File: src/rtl/power_ctrl_if.sv
// power_ctrl_if: button/activity inputs and power-state outputs of the power controller.
// The controller connects through the slave modport; the driving side uses master.
interface power_ctrl_if;
    logic power_btn;
    logic activity;
    logic power;
    logic power_on_pulse;
    logic power_off_pulse;

    modport master (
        output power_btn,
        output activity,
        input  power,
        input  power_on_pulse,
        input  power_off_pulse
    );

    modport slave (
        input  power_btn,
        input  activity,
        output power,
        output power_on_pulse,
        output power_off_pulse
    );
endinterface

File: src/rtl/power_ctrl.sv
// power_ctrl: synchronised, debounced push-button power sequencer (short press on, long press off).
// Define AUTO_OFF_EN to add the inactivity auto-off timer; otherwise the activity input is ignored.
//
// state      | meaning
// S_OFF      | powered off, waiting for a debounced press
// S_ON_HOLD  | powered on, waiting for the power-on press to be released
// S_ON       | powered on, timing presses for a long-press power-off
// S_OFF_HOLD | powered off by long press, waiting for release
module power_ctrl #(
    parameter int DEBOUNCE_CYCLES   = 2_000_000,
    parameter int LONG_PRESS_CYCLES = 100_000_000,
    parameter int IDLE_CYCLES       = 1_000_000_000
) (
    input  logic        clk,
    input  logic        rst,
    power_ctrl_if.slave bus
);
    localparam int DEB_W  = (DEBOUNCE_CYCLES   > 1) ? $clog2(DEBOUNCE_CYCLES)   : 1;
    localparam int HOLD_W = (LONG_PRESS_CYCLES > 1) ? $clog2(LONG_PRESS_CYCLES) : 1;
    localparam logic [DEB_W-1:0]  DEB_LAST  = DEB_W'(DEBOUNCE_CYCLES - 1);
    localparam logic [HOLD_W-1:0] HOLD_LAST = HOLD_W'(LONG_PRESS_CYCLES - 1);

    typedef enum logic [1:0] {
        S_OFF      = 2'd0,
        S_ON_HOLD  = 2'd1,
        S_ON       = 2'd2,
        S_OFF_HOLD = 2'd3
    } state_t;

    logic              r_sync_1;
    logic              r_sync_2;
    logic              r_btn_db;
    logic [DEB_W-1:0]  r_deb_cnt;
    logic [HOLD_W-1:0] r_hold_cnt;
    logic [HOLD_W-1:0] w_hold_nxt;
    state_t            r_state;
    state_t            w_state_nxt;
    logic              r_power;
    logic              w_power_nxt;
    logic              r_on_pulse;
    logic              w_on_pulse_nxt;
    logic              r_off_pulse;
    logic              w_off_pulse_nxt;

`ifdef AUTO_OFF_EN
    localparam int IDLE_W = (IDLE_CYCLES > 1) ? $clog2(IDLE_CYCLES) : 1;
    localparam logic [IDLE_W-1:0] IDLE_LAST = IDLE_W'(IDLE_CYCLES - 1);

    logic [IDLE_W-1:0] r_idle_cnt;
    logic [IDLE_W-1:0] w_idle_nxt;
`else
    logic w_unused_activity;
    assign w_unused_activity = bus.activity;
`endif

    always_ff @(posedge clk or posedge rst) begin
        if (rst) begin
            r_sync_1 <= 1'b0;
            r_sync_2 <= 1'b0;
        end else begin
            r_sync_1 <= bus.power_btn;
            r_sync_2 <= r_sync_1;
        end
    end

    // A change is accepted only after DEBOUNCE_CYCLES consecutive disagreeing samples.
    always_ff @(posedge clk or posedge rst) begin
        if (rst) begin
            r_btn_db  <= 1'b0;
            r_deb_cnt <= '0;
        end else if (r_sync_2 == r_btn_db) begin
            r_deb_cnt <= '0;
        end else if (r_deb_cnt == DEB_LAST) begin
            r_btn_db  <= r_sync_2;
            r_deb_cnt <= '0;
        end else begin
            r_deb_cnt <= r_deb_cnt + 1'b1;
        end
    end

    always_ff @(posedge clk or posedge rst) begin
        if (rst) begin
            r_state     <= S_OFF;
            r_power     <= 1'b0;
            r_on_pulse  <= 1'b0;
            r_off_pulse <= 1'b0;
            r_hold_cnt  <= '0;
`ifdef AUTO_OFF_EN
            r_idle_cnt  <= '0;
`endif
        end else begin
            r_state     <= w_state_nxt;
            r_power     <= w_power_nxt;
            r_on_pulse  <= w_on_pulse_nxt;
            r_off_pulse <= w_off_pulse_nxt;
            r_hold_cnt  <= w_hold_nxt;
`ifdef AUTO_OFF_EN
            r_idle_cnt  <= w_idle_nxt;
`endif
        end
    end

    always_comb begin
        w_state_nxt     = r_state;
        w_power_nxt     = r_power;
        w_on_pulse_nxt  = 1'b0;
        w_off_pulse_nxt = 1'b0;
        w_hold_nxt      = '0;
`ifdef AUTO_OFF_EN
        w_idle_nxt      = '0;
`endif
        case (r_state)
            S_OFF: begin
                if (r_btn_db) begin
                    w_state_nxt    = S_ON_HOLD;
                    w_power_nxt    = 1'b1;
                    w_on_pulse_nxt = 1'b1;
                end
            end
            S_ON_HOLD: begin
                if (!r_btn_db) begin
                    w_state_nxt = S_ON;
                end
            end
            S_ON: begin
                // Long press only counts while pressed; idle expiry needs the button released,
                // so the two power-off causes can never fire on the same cycle.
                if (r_btn_db) begin
                    if (r_hold_cnt == HOLD_LAST) begin
                        w_state_nxt     = S_OFF_HOLD;
                        w_power_nxt     = 1'b0;
                        w_off_pulse_nxt = 1'b1;
                    end else begin
                        w_hold_nxt = r_hold_cnt + 1'b1;
                    end
                end
`ifdef AUTO_OFF_EN
                else if (!bus.activity) begin
                    if (r_idle_cnt == IDLE_LAST) begin
                        w_state_nxt     = S_OFF;
                        w_power_nxt     = 1'b0;
                        w_off_pulse_nxt = 1'b1;
                    end else begin
                        w_idle_nxt = r_idle_cnt + 1'b1;
                    end
                end
`endif
            end
            S_OFF_HOLD: begin
                if (!r_btn_db) begin
                    w_state_nxt = S_OFF;
                end
            end
            default: begin
                w_state_nxt = S_OFF;
                w_power_nxt = 1'b0;
            end
        endcase
    end

    assign bus.power           = r_power;
    assign bus.power_on_pulse  = r_on_pulse;
    assign bus.power_off_pulse = r_off_pulse;
endmodule

File: src/flat_wrapper.sv
// flat-port wrapper written by rule: the top's interface ports become plain ports
module power_ctrl_flat 
#(
    parameter int DEBOUNCE_CYCLES   = 2_000_000,
    parameter int LONG_PRESS_CYCLES = 100_000_000,
    parameter int IDLE_CYCLES       = 1_000_000_000
)
  (clk, rst, bus_power_btn, bus_activity, bus_power, bus_power_on_pulse, bus_power_off_pulse);
  power_ctrl_if bus_i ();
  input  logic clk;
  input  logic rst;
  input wire logic [$bits(bus_i.power_btn)-1:0] bus_power_btn;
  input wire logic [$bits(bus_i.activity)-1:0] bus_activity;
  output wire logic [$bits(bus_i.power)-1:0] bus_power;
  output wire logic [$bits(bus_i.power_on_pulse)-1:0] bus_power_on_pulse;
  output wire logic [$bits(bus_i.power_off_pulse)-1:0] bus_power_off_pulse;
  assign bus_i.power_btn = bus_power_btn;
  assign bus_i.activity = bus_activity;
  assign bus_power = bus_i.power;
  assign bus_power_on_pulse = bus_i.power_on_pulse;
  assign bus_power_off_pulse = bus_i.power_off_pulse;
  power_ctrl #(.DEBOUNCE_CYCLES(DEBOUNCE_CYCLES), .LONG_PRESS_CYCLES(LONG_PRESS_CYCLES), .IDLE_CYCLES(IDLE_CYCLES)) u_core (.clk(clk), .rst(rst), .bus(bus_i));
endmodule
File: config.mk
export PLATFORM = sky130hd
export DESIGN_NAME = power_ctrl_flat
export DESIGN_NICKNAME = d
export VERILOG_FILES = /design/src/rtl/power_ctrl_if.sv /design/src/rtl/power_ctrl.sv /design/src/flat_wrapper.sv
export SDC_FILE = /design/constraint.sdc
export NUM_CORES = 1
export LEC_CHECK = 0
export CORE_MARGIN = 8
export CORE_UTILIZATION = 45
export DETAILED_ROUTE_END_ITERATION = 7
export PLACE_DENSITY = 0.65
export SETUP_SLACK_MARGIN = 0.1
export SLEW_MARGIN = 15
export SYNTH_ARGS = -nofsm -noshare
export SYNTH_HDL_FRONTEND = slang
export SYNTH_SLANG_ARGS = --single-unit
File: constraint.sdc
create_clock -name clk -period 2.59 [get_ports clk]
set_input_delay 0.6475 -clock clk [delete_from_list [all_inputs] [get_ports clk]]
set_output_delay 0.6475 -clock clk [all_outputs]
set_load 0.02 [all_outputs]
==> results of run 1 <==
-- placed cells by master (no fill, tap or decap), types with 7 or more instances in the layout --
cell     instances
inv_1            8
a21oi_1         20
or3_1           10
ha_1             7
nand2_1         18
o21ai_0         11
buf_4            7
or4_1            9
o31ai_1          9
dfrtp_1         56
xor2_1          17
xnor2_1          7
nand4_1         15
nand3_1         22
and4_1           7
nor2_1          31
-- cell families (layout without fill, tap and decap cells) --
group,Yosys count,in the layout,synth area share
DFF,56,56,0.4823
and+or+nand+nor,140,140,0.2730
xor gates and xnor gates,24,24,0.07235
AOI/OAI and AO/OA,50,50,0.1047
buffers and inverters,21,30,0.03014
adders and majority gates,7,7,0.03015
muxes,2,2,0.007321
-- routing by layer --
layer | global-route usage | wire length [um]
met3 | 0.02574 | 181
met1 | 0.1936 | 2991
met5 | 0 | 0
met2 | 0.1890 | 2378
met4 | 0.03405 | 51
-- worst max-delay path: cells and delay by family (launching register included) --
family	cells	cell delay (ns)
DFF	1	0.49
AOI/OAI and AO/OA	1	0.15
and+or+nand+nor	3	1.35
-- metrics by stage --
stage | utilization | hold WS (ns) | setup WS (ns) | instance area (um2)
after floorplan | - | 0.3312 | 0.5712 | 2905
after global placement | 0.4871 | 0.3363 | 0.5962 | 3075
after detailed placement | 0.4871 | 0.3372 | 0.5653 | 3075
after CTS | 0.5054 | 0.3627 | 0.5417 | 3191
after global routing | 0.5054 | 0.3775 | 0.4180 | 3191
final | 0.5054 | 0.3590 | 0.5419 | 3191
-- area by class of cell --
cell class | count | area [um2] | area share
Multi-Input combinational cell | 223 | 1421 | 0.4455
Sequential cell | 56 | 1401 | 0.4392
Timing Repair Buffer | 13 | 122.6 | 0.03843
Tap cell | 77 | 96.34 | 0.03020
Clock buffer | 5 | 68.82 | 0.02157
Clock inverter | 3 | 46.29 | 0.01451
Inverter | 9 | 33.78 | 0.01059
-- path summary, 6_finish.rpt --
path / start / endpoint / slack (ns) / cells past startpoint
max reg2reg: u_core.r_hold_cnt[8]$_DFF_PP0_ / u_core.r_hold_cnt[23]$_DFF_PP0_ / 0.54 / 4
min: u_core.r_sync_1$_DFF_PP0_ / u_core.r_sync_2$_DFF_PP0_ / 0.36 / 0
max in group asynchronous: rst / u_core.r_hold_cnt[9]$_DFF_PP0_ / 1.48 / 3
min reg2reg: u_core.r_sync_1$_DFF_PP0_ / u_core.r_sync_2$_DFF_PP0_ / 0.36 / 0
min in group asynchronous: rst / u_core.r_deb_cnt[0]$_DFF_PP0_ / 0.63 / 2
max: u_core.r_hold_cnt[8]$_DFF_PP0_ / u_core.r_hold_cnt[23]$_DFF_PP0_ / 0.54 / 4
-- power breakdown --
part | internal (W) | leakage (nW) | switching (W)
combinational | 0.0000149 | 0.418 | 0.0000302
sequential | 0.000879 | 0.776 | 0.00000368
clock | 0.000292 | 0.0548 | 0.000298
-- sequential cells by signal, summed over array words and instances, names as in the netlist --
signal                      flops
u_core.r_state                  2
u_core.bus.power_on_pulse       1
u_core.r_hold_cnt              27
u_core.r_sync_1                 1
u_core.r_btn_db                 1
u_core.bus.power_off_pulse      1
u_core.r_sync_2                 1
u_core.r_deb_cnt               21
u_core.bus.power                1
-- synth_stat cells --
cell,n,area share
and4b_1,1,0.0034
nor4bb_1,1,0.0034
or4_4,3,0.012
and2_1,5,0.011
or3_1,10,0.022
a31oi_1,1,0.0022
a21oi_2,2,0.0060
o211ai_1,1,0.0026
nand4_4,1,0.0073
buf_1,1,0.0013
o311a_1,1,0.0034
o31ai_1,10,0.026
inv_1,9,0.012
clkbuf_2,1,0.0017
nor4_1,2,0.0043
nand2_1,18,0.023
nor2b_1,1,0.0022
mux2_2,1,0.0039
clkbuf_1,9,0.012
mux2i_1,1,0.0034
nand3_1,22,0.038
o311ai_0,2,0.0060
xnor2_1,7,0.021
xor2_1,17,0.051
a21oi_1,20,0.034
a211oi_1,1,0.0026
ha_1,7,0.030
and4_1,7,0.021
nor2_1,31,0.040
and3_1,4,0.0086
buf_6,1,0.0039
o21bai_1,1,0.0026
nor3b_1,1,0.0026
nand4_1,15,0.032
dfrtp_1,56,0.48
o21ai_0,11,0.019
or4_1,9,0.023
nor4b_1,3,0.0090
nor3_1,6,0.010
==> results.md, run 1 <==
- Run status: complete, no violations
- Wire length per cell after detailed routing: 14.51 um
- Total instance count after detailed placement: 378
- Hold buffers post-CTS: 0
- Count of clock tree sinks: 56
- # setup viols final: 0
- Max-cap violations: 0
- Post-cts sizing count: 0
- Effective utilization at floorplan: 0.4602
- Post-synthesis average cell area: 9.684 um2
- Category of the critical setup timing path: reg -> reg
- Fraction of layout cells with a size suffix above 1: 0.08091
- CTS clock-pin slew for the worst setup and hold paths: 0.10 ns
- Non-Filler Instances: 386
- CP Data Arrival Time: 2.29 ns
- Num rows: 29
- Peak supply drop: 0.3240 mV
- Initial antenna violation count: 0
- Final critical-path required period: 2.048 ns
- Buffer levels on the longest clock path: 2
- Slew Viols, Final: 0
- Detailed Routing Iterations Pass 1: 4
- Classification of the worst-slack hold path: reg -> reg
- Static leakage power: 1.248 nW
- Crit share post-route: 0.7908
- Routability congestion estimate: 0.8230
- Post-DR vias/cell: 5.705
- Clock Latency Late Sink: 0.31 ns
- Clock buffers created by TritonCTS: 5
- Slowest CP cell: or4_4
- Die outline width: 96.35 um
- Unrepaired setup endpoints after global routing: no
- Hold violation total from the final report: 0
- Maximum number of pins on one net before global-route repair: 22
- Kind of capture point of the worst setup path: flip-flop
- Total length of routed wires: 5602 um
- Number of DRC violations after detailed-routing iteration 0: 158
- Final setup TNS: 0 ns
- Portion of the post-synthesis area used by sequential elements: 0.4823
- Vias in the first global route: 2,091
- Via count of the routed design: 2,202
- Max-slew headroom: 0.7284
- Mapped Nets: 311
- Remaining antenna violation count: 0
- TritonCTS clock tree: built
- Number of nets in the layout: 319
- Power, Total: 0.001518 W
- Cells traversed along the worst timing path: nand4_1 > or4_4 > or4_1 > a21oi_1
- Die footprint: 9283 um2
- Boundary Pins: 7
- Area Overhead vs Synth: 9.819%
- Peak per-stage delay on the critical path: 0.65 ns
- Global-route wire length before repair: 9853 um
- Maximum net fanout on the critical path: 14
- Data required time at the worst endpoint: 2.84 ns
- Core area: 6314 um2
- Mapped Cells: 300
- ANT cells: 0
- Distinct cell type count of the synthesized netlist: 39
- Max Freq: 488.2 MHz
- Remaining routing DRC violations: 0
- Count of buffers from port buffering: 5
- Startpoint type of the worst setup path: flip-flop
- Library cell used as clock root buffer: clkbuf_8
- Measured slew at the worst slew-check pin: 0.4069 ns
- Cell area power density: 475.7 nW/um2
- Post-CTS setup buffer count: 0
- Synthesis Warnings: 0
- Number of flip-flops and latches in the synthesized netlist: 56
- Max Clock Skew: 0.007643 ns
- H-Tree Level Count: 2
- Overall global routing resource usage: 0.1307
- Fill cells: 609
- DP HPWL: 3881 um
- Post-synth design cell area: 2905 um2
- Congestion Overflow GR: 0
- Die Ht: 96.35 um
Power figures use the tool's default switching activity.
==> run 2: changes to the inputs <==
==> constraint.sdc (replaced) <==
create_clock -name clk -period 2.1 [get_ports clk]
set_input_delay 0.525 -clock clk [delete_from_list [all_inputs] [get_ports clk]]
set_output_delay 0.525 -clock clk [all_outputs]
set_load 0.02 [all_outputs]
==> results.md, run 2 (synthesis results as in run 1) <==
- TritonCTS clock tree: built
- ANT cells: 0 (unchanged)
- Total length of routed wires: 5623 um (+0.37%)
- Routability congestion estimate: 0.7844 (-4.7%)
- H-Tree Level Count: 2 (unchanged)
- Cells traversed along the worst timing path: nand4_4 > or4_4 > or4_4 > a21oi_2
- Die Ht: 96.35 um (unchanged)
- FF-to-FF path depth: 4 (unchanged)
- Maximum number of pins on one net before global-route repair: 57 (+160%)
- Die outline width: 96.35 um (unchanged)
- Registers with the most flip-flops: u_core.r_hold_cnt (27), u_core.r_deb_cnt (21), u_core.r_state (2)
- Classification of the worst-slack hold path: reg -> reg
- Slowest CP cell: or4_4
- Max Freq: 519.8 MHz (+6.5%)
- Wire length per cell after detailed routing: 14.27 um (-1.7%)
- Number of nets in the layout: 327 (+2.5%)
- Hold violation total from the final report: 0 (unchanged)
- Remaining antenna violation count: 0 (unchanged)
- Final standard cell utilization of the core: 0.5194 (+0.01407)
- Hold EP: u_core.r_sync_2$_DFF_PP0_
- Register ranked first by flip-flop count: u_core.r_hold_cnt
- Initial antenna violation count: 0 (unchanged)
- Core area: 6314 um2 (unchanged)
- Max reg flops: 27 (unchanged)
- Non-Filler Instances: 394 (+2.1%)
- # setup viols final: 0 (unchanged)
- Library cell used as clock root buffer: clkbuf_8
- Final setup TNS: 0 ns (unchanged)
- Measured slew at the worst slew-check pin: 0.4530 ns (+0.04609 ns)
- Effective utilization at floorplan: 0.4602 (unchanged)
- Via count of the routed design: 2,248 (+2.1%)
- CP Data Arrival Time: 2.17 ns (-0.12 ns)
- Max-cap violations: 0 (unchanged)
- Fraction of layout cells with a size suffix above 1: 0.1356 (+0.05474)
- Max Clock Skew: 0.008760 ns (+0.001116 ns)
- Remaining routing DRC violations: 0 (unchanged)
- Clock Latency Late Sink: 0.32 ns (about the same)
- Buffer levels on the longest clock path: 2 (unchanged)
- Area Overhead vs Synth: 12.88%
- Die footprint: 9283 um2 (unchanged)
- Maximum net fanout on the critical path: 12 (-2)
- Count of buffer and inverter cells on the critical path: 0 (unchanged)
- Unrepaired setup endpoints after global routing: no
- Worst min-delay path startpoint: u_core.r_sync_1$_DFF_PP0_
- Total instance count after detailed placement: 383 (+1.3%)
- Slew Viols, Final: 0 (unchanged)
- Number of DRC violations after detailed-routing iteration 0: 96 (-39%)
- DP HPWL: 3801 um (-2.1%)
- Run status: complete, no violations
- Fill cells: 607 (-0.33%)
- Worst R2R Start: u_core.r_hold_cnt[4]$_DFF_PP0_
- Peak supply drop: 0.3475 mV (+7.3%)
- CTS clock-pin slew for the worst setup and hold paths: 0.10 ns (about the same)
- Worst path most repeated cell: or4_4
- Worst r2r dst: u_core.r_hold_cnt[25]$_DFF_PP0_
- Kind of capture point of the worst setup path: flip-flop
- Detailed Routing Iterations Pass 1: 4 (unchanged)
- Global-route wire length before repair: 9839 um (-0.14%)
- Sequential Area: 1408 um2 (+0.45%)
- Count of buffers from port buffering: 5 (unchanged)
- Clock buffers created by TritonCTS: 5 (unchanged)
- Most common cell after layout, fill and taps aside: dfrtp_1
- Final critical-path required period: 1.924 ns (-0.1242 ns)
- Category of the critical setup timing path: reg -> reg
- Post-DR vias/cell: 5.706 (about the same)
- Largest delay share family, worst path: simple AND/OR/NAND/NOR gates
- Data required time at the worst endpoint: 2.35 ns (-0.49 ns)
- Final-layout worst hold slack: 0.3698 ns (+0.01079 ns)
- Peak per-stage delay on the critical path: 0.63 ns (-0.02 ns)
- Vias in the first global route: 2,133 (+2.0%)
- Startpoint type of the worst setup path: flip-flop
- Area occupied by multi-input gates: 1443 um2 (+1.5%)
- Overall global routing resource usage: 0.1320 (+0.001243)
- Static leakage power: 1.285 nW (+2.9%)
- Worst reg-to-reg setup slack: 0.18 ns (-0.37 ns)
- Boundary Pins: 7 (unchanged)
- Crit share post-route: 0.9162 (+0.1254)
- Congestion Overflow GR: 0 (unchanged)
- Instance count along the most critical hold path: 0 (unchanged)
- Count of clock tree sinks: 56 (unchanged)
- Max-slew headroom: 0.6980 (-0.03033)
- Most frequent cells in the layout: dfrtp_1 (51), nor2_1 (31), nand3_1 (21)
- Num rows: 29 (unchanged)
- Cell area power density: 569.2 nW/um2 (+20%)
run 2: stage by stage:
stage	total power (W)	worst slack [ns]	cell area, um2
6_report	0.001867	0.1760	3279
4_1_cts	0.001899	0.1141	3231
2_1_floorplan	0.001142	0.1330	2905
3_3_place_gp	0.001165	0.1702	3113
3_5_place_dp	0.001166	0.1230	3113
5_1_grt	0.001945	0.09320	3279
run 2: timing repair:
item                                    CTS  global route
pin swaps                                 0             2
gates resized for setup                   1             9
hold buffers                              0             0
setup buffers                             0             3
endpoints found under the setup margin    1            16
run 2: area by class of cell:
| cell class | count | area share |
|---|---|---|
| multi-input cells | 223 | 0.4399 |
| repair buffers | 21 | 0.05570 |
| inverters | 9 | 0.01030 |
| clock inverters | 3 | 0.01450 |
| clock buffers | 5 | 0.02098 |
| well taps | 77 | 0.02938 |
| flip-flops and latches | 56 | 0.4292 |
run 2: power breakdown:
group          internal, W  leakage, nW  switching, W   total, W
Combinational    0.0000161        0.459     0.0000363  0.0000524
Clock             0.000360       0.0583      0.000366   0.000726
Sequential         0.00108        0.767    0.00000473    0.00109
Total              0.00146         1.28      0.000407    0.00187
run 2: worst max-delay path by stage:
| stage | end | from | slack (ns) | cells past startpoint |
|---|---|---|---|---|
| after floorplan | u_core.r_hold_cnt[25]$_DFF_PP0_ | u_core.r_hold_cnt[3]$_DFF_PP0_ | 0.13 | 5 |
| after global placement | u_core.r_hold_cnt[25]$_DFF_PP0_ | u_core.r_hold_cnt[3]$_DFF_PP0_ | 0.17 | 4 |
| after detailed placement | u_core.r_hold_cnt[22]$_DFF_PP0_ | u_core.r_hold_cnt[3]$_DFF_PP0_ | 0.12 | 4 |
| after CTS | u_core.r_hold_cnt[22]$_DFF_PP0_ | u_core.r_hold_cnt[4]$_DFF_PP0_ | 0.11 | 4 |
| after global routing | u_core.r_hold_cnt[22]$_DFF_PP0_ | u_core.r_hold_cnt[17]$_DFF_PP0_ | 0.09 | 4 |
| final | u_core.r_hold_cnt[25]$_DFF_PP0_ | u_core.r_hold_cnt[4]$_DFF_PP0_ | 0.18 | 4 |
run 2: metal layers:
layer  global-route usage  vias up  part of all wire
li1                     -     1134                 -
met1               0.1805     1079              0.51
met5                    0        -                 0
met4              0.04918        0             0.014
met2               0.2003       29              0.44
met3              0.02808        6             0.031
run 2: worst register-to-register path: stages, from the launching register on:
cell	delay, ns
dfrtp_2	0.44
nand4_4	0.12
or4_4	0.63
or4_4	0.51
a21oi_2	0.16
==> run 3: changes to the inputs <==
--- a/config.mk
+++ b/config.mk
@@ -9,6 +9,7 @@
 export CORE_UTILIZATION = 45
 export DETAILED_ROUTE_END_ITERATION = 7
 export PLACE_DENSITY = 0.65
+export RECOVER_POWER = 50
 export SETUP_SLACK_MARGIN = 0.1
 export SLEW_MARGIN = 15
 export SYNTH_ARGS = -nofsm -noshare
==> results.md, run 3 (synthesis results as in run 1) <==
- Crit share post-route: 0.9161 (about the same)
- Clock Latency Late Sink: 0.31 ns (about the same)
- Instance count along the most critical hold path: 0 (unchanged)
- FF-to-FF path depth: 4 (unchanged)
- Registers with the most flip-flops: u_core.r_hold_cnt (27), u_core.r_deb_cnt (21), u_core.r_state (2)
- Worst R2R Start: u_core.r_hold_cnt[4]$_DFF_PP0_
- CTS clock-pin slew for the worst setup and hold paths: 0.10 ns (about the same)
- Measured slew at the worst slew-check pin: 1.242 ns (+0.7887 ns)
- Slowest CP cell: or4_4
- Uppermost metal layer occupied by signal nets: met4
- Cell area power density: 570.3 nW/um2 (+0.19%)
- Hold buffers post-CTS: 0 (unchanged)
- Worst reg-to-reg setup slack: 0.18 ns (about the same)
- Most frequent cells in the layout: dfrtp_1 (51), nor2_1 (31), nand3_1 (21)
- Run status: complete, no violations
- Congestion Overflow GR: 0 (unchanged)
- Fraction of layout cells with a size suffix above 1: 0.1325 (-0.003155)
- Category of the critical setup timing path: reg -> reg
- Die outline width: 96.35 um (unchanged)
- Vias in the first global route: 2,133 (unchanged)
- # setup viols final: 0 (unchanged)
- TritonCTS clock tree: built
- Library cell used as clock root buffer: clkbuf_8
- Routability congestion estimate: 0.7844 (unchanged)
- Maximum number of pins on one net before global-route repair: 57 (unchanged)
- Remaining antenna violation count: 0 (unchanged)
- Final setup TNS: 0 ns (unchanged)
- Standard cell area after detailed placement: 3113 um2 (unchanged)
- Startpoint type of the worst setup path: flip-flop
- Register ranked first by flip-flop count: u_core.r_hold_cnt
- Die footprint: 9283 um2 (unchanged)
- Num rows: 29 (unchanged)
- Peak supply drop: 0.3460 mV (-0.45%)
- Hold EP: u_core.r_sync_2$_DFF_PP0_
- Boundary Pins: 7 (unchanged)
- Slew Viols, Final: 0 (unchanged)
- Max reg flops: 27 (unchanged)
- Clock buffers created by TritonCTS: 5 (unchanged)
- Core area: 6314 um2 (unchanged)
- Peak per-stage delay on the critical path: 0.63 ns (about the same)
- Post-DR vias/cell: 5.708 (about the same)
- Unrepaired setup endpoints after global routing: no
- Overall global routing resource usage: 0.1320 (unchanged)
- Number of DRC violations after detailed-routing iteration 0: 94 (-2.1%)
- Max Clock Skew: 0.008830 ns (+0.00007089 ns)
- Max-cap violations: 0 (unchanged)
- Count of buffers from port buffering: 5 (unchanged)
- ANT cells: 0 (unchanged)
- Worst r2r dst: u_core.r_hold_cnt[25]$_DFF_PP0_
- Non-Filler Instances: 394 (unchanged)
- Routed length on met1: 2914 um (+1.0%)
- Detailed Routing Iterations Pass 1: 4 (unchanged)
- Total instance count after detailed placement: 383 (unchanged)
- Setup crit start: u_core.r_hold_cnt[4]$_DFF_PP0_
- Die Ht: 96.35 um (unchanged)
- Cells traversed along the worst timing path: nand4_4 > or4_4 > or4_4 > a21oi_2
- Initial antenna violation count: 0 (unchanged)
- Static leakage power: 1.277 nW (-0.61%)
- Final critical-path required period: 1.924 ns (-0.0001910 ns)
- Max Freq: 519.8 MHz (about the same)
- Wire length per cell after detailed routing: 14.29 um (+0.12%)
- Number of nets in the layout: 327 (unchanged)
- Via count of the routed design: 2,249 (+0.044%)
- Worst min-delay path startpoint: u_core.r_sync_1$_DFF_PP0_
- Total length of routed wires: 5630 um (+0.12%)
- Maximum net fanout on the critical path: 12 (unchanged)
- Max-slew headroom: 0.1722 (-0.5258)
- Area Overhead vs Synth: 12.36%
- H-Tree Level Count: 2 (unchanged)
- Final std cell area, no fill: 3264 um2 (-0.46%)
- Effective utilization at floorplan: 0.4602 (unchanged)
- Count of clock tree sinks: 56 (unchanged)
- Most common cell after layout, fill and taps aside: dfrtp_1
- Kind of capture point of the worst setup path: flip-flop
- Global-route wire length before repair: 9839 um (unchanged)
- Remaining routing DRC violations: 0 (unchanged)
- Routed wl met2: 2464 um (-0.81%)
- Buffer levels on the longest clock path: 2 (unchanged)
- Sum of met3 wire segment lengths after detailed routing: 174 um (-1.7%)
- CP Data Arrival Time: 2.17 ns (about the same)
- Classification of the worst-slack hold path: reg -> reg
- Data required time at the worst endpoint: 2.35 ns (about the same)
- DP HPWL: 3801 um (unchanged)
- Hold violation total from the final report: 0 (unchanged)
- Worst path most repeated cell: or4_4
## run 3: cell type report
class	count	area [um2]
flip-flops and latches	56	1408
repair buffers	21	167.7
clock inverters	3	47.55
inverters	9	33.78
clock buffers	5	68.82
well taps	77	96.34
multi-input cells	223	1443
fillers	609	3049
## run 3: stage by stage
step | hold slack [ns] | setup WS, ns | util | total power, W
4_1_cts | 0.3738 | 0.1141 | 0.5117 | 0.001899
6_report | 0.3695 | 0.1762 | 0.5170 | 0.001862
5_1_grt | 0.3875 | 0.06773 | 0.5170 | 0.001941
3_3_place_gp | 0.3326 | 0.1702 | 0.4931 | 0.001165
2_1_floorplan | 0.3312 | 0.1330 | - | 0.001142
3_5_place_dp | 0.3484 | 0.1230 | 0.4931 | 0.001166
## run 3: report_power, final
part           switching, W  total [W]  internal, W
sequential       0.00000471    0.00109      0.00108
clock              0.000365   0.000725     0.000360
combinational     0.0000358  0.0000480    0.0000123
## run 3: worst max path at each step
stage | to | slack (ns) | cells past startpoint
6_report | u_core.r_hold_cnt[25]$_DFF_PP0_ | 0.18 | 4
5_1_grt | u_core.r_hold_cnt[15]$_DFF_PP0_ | 0.07 | 3
4_1_cts | u_core.r_hold_cnt[22]$_DFF_PP0_ | 0.11 | 4
3_5_place_dp | u_core.r_hold_cnt[22]$_DFF_PP0_ | 0.12 | 4
3_3_place_gp | u_core.r_hold_cnt[25]$_DFF_PP0_ | 0.17 | 4
2_1_floorplan | u_core.r_hold_cnt[25]$_DFF_PP0_ | 0.13 | 5
## run 3: layer usage
layer  track usage  up-vias
met1        0.1805     1078
met2        0.2003       31
li1              -     1134
met3       0.02808        6
met5             0        -
met4       0.04918        0
## run 3: what timing repair did
action | in CTS | in global routing
gates resized for setup | 1 | 9
buffers inserted | 0 | 3
endpoints found under the setup margin | 1 | 16
pin swaps | 0 | 2
hold endpoints to repair | 0 | 0
## run 3: critical path: cells and delay by family (launching register included)
kind,cells,cell delay [ns]
and+or+nand+nor,3,1.26
DFF,1,0.44
AOI/OAI and AO/OA,1,0.16
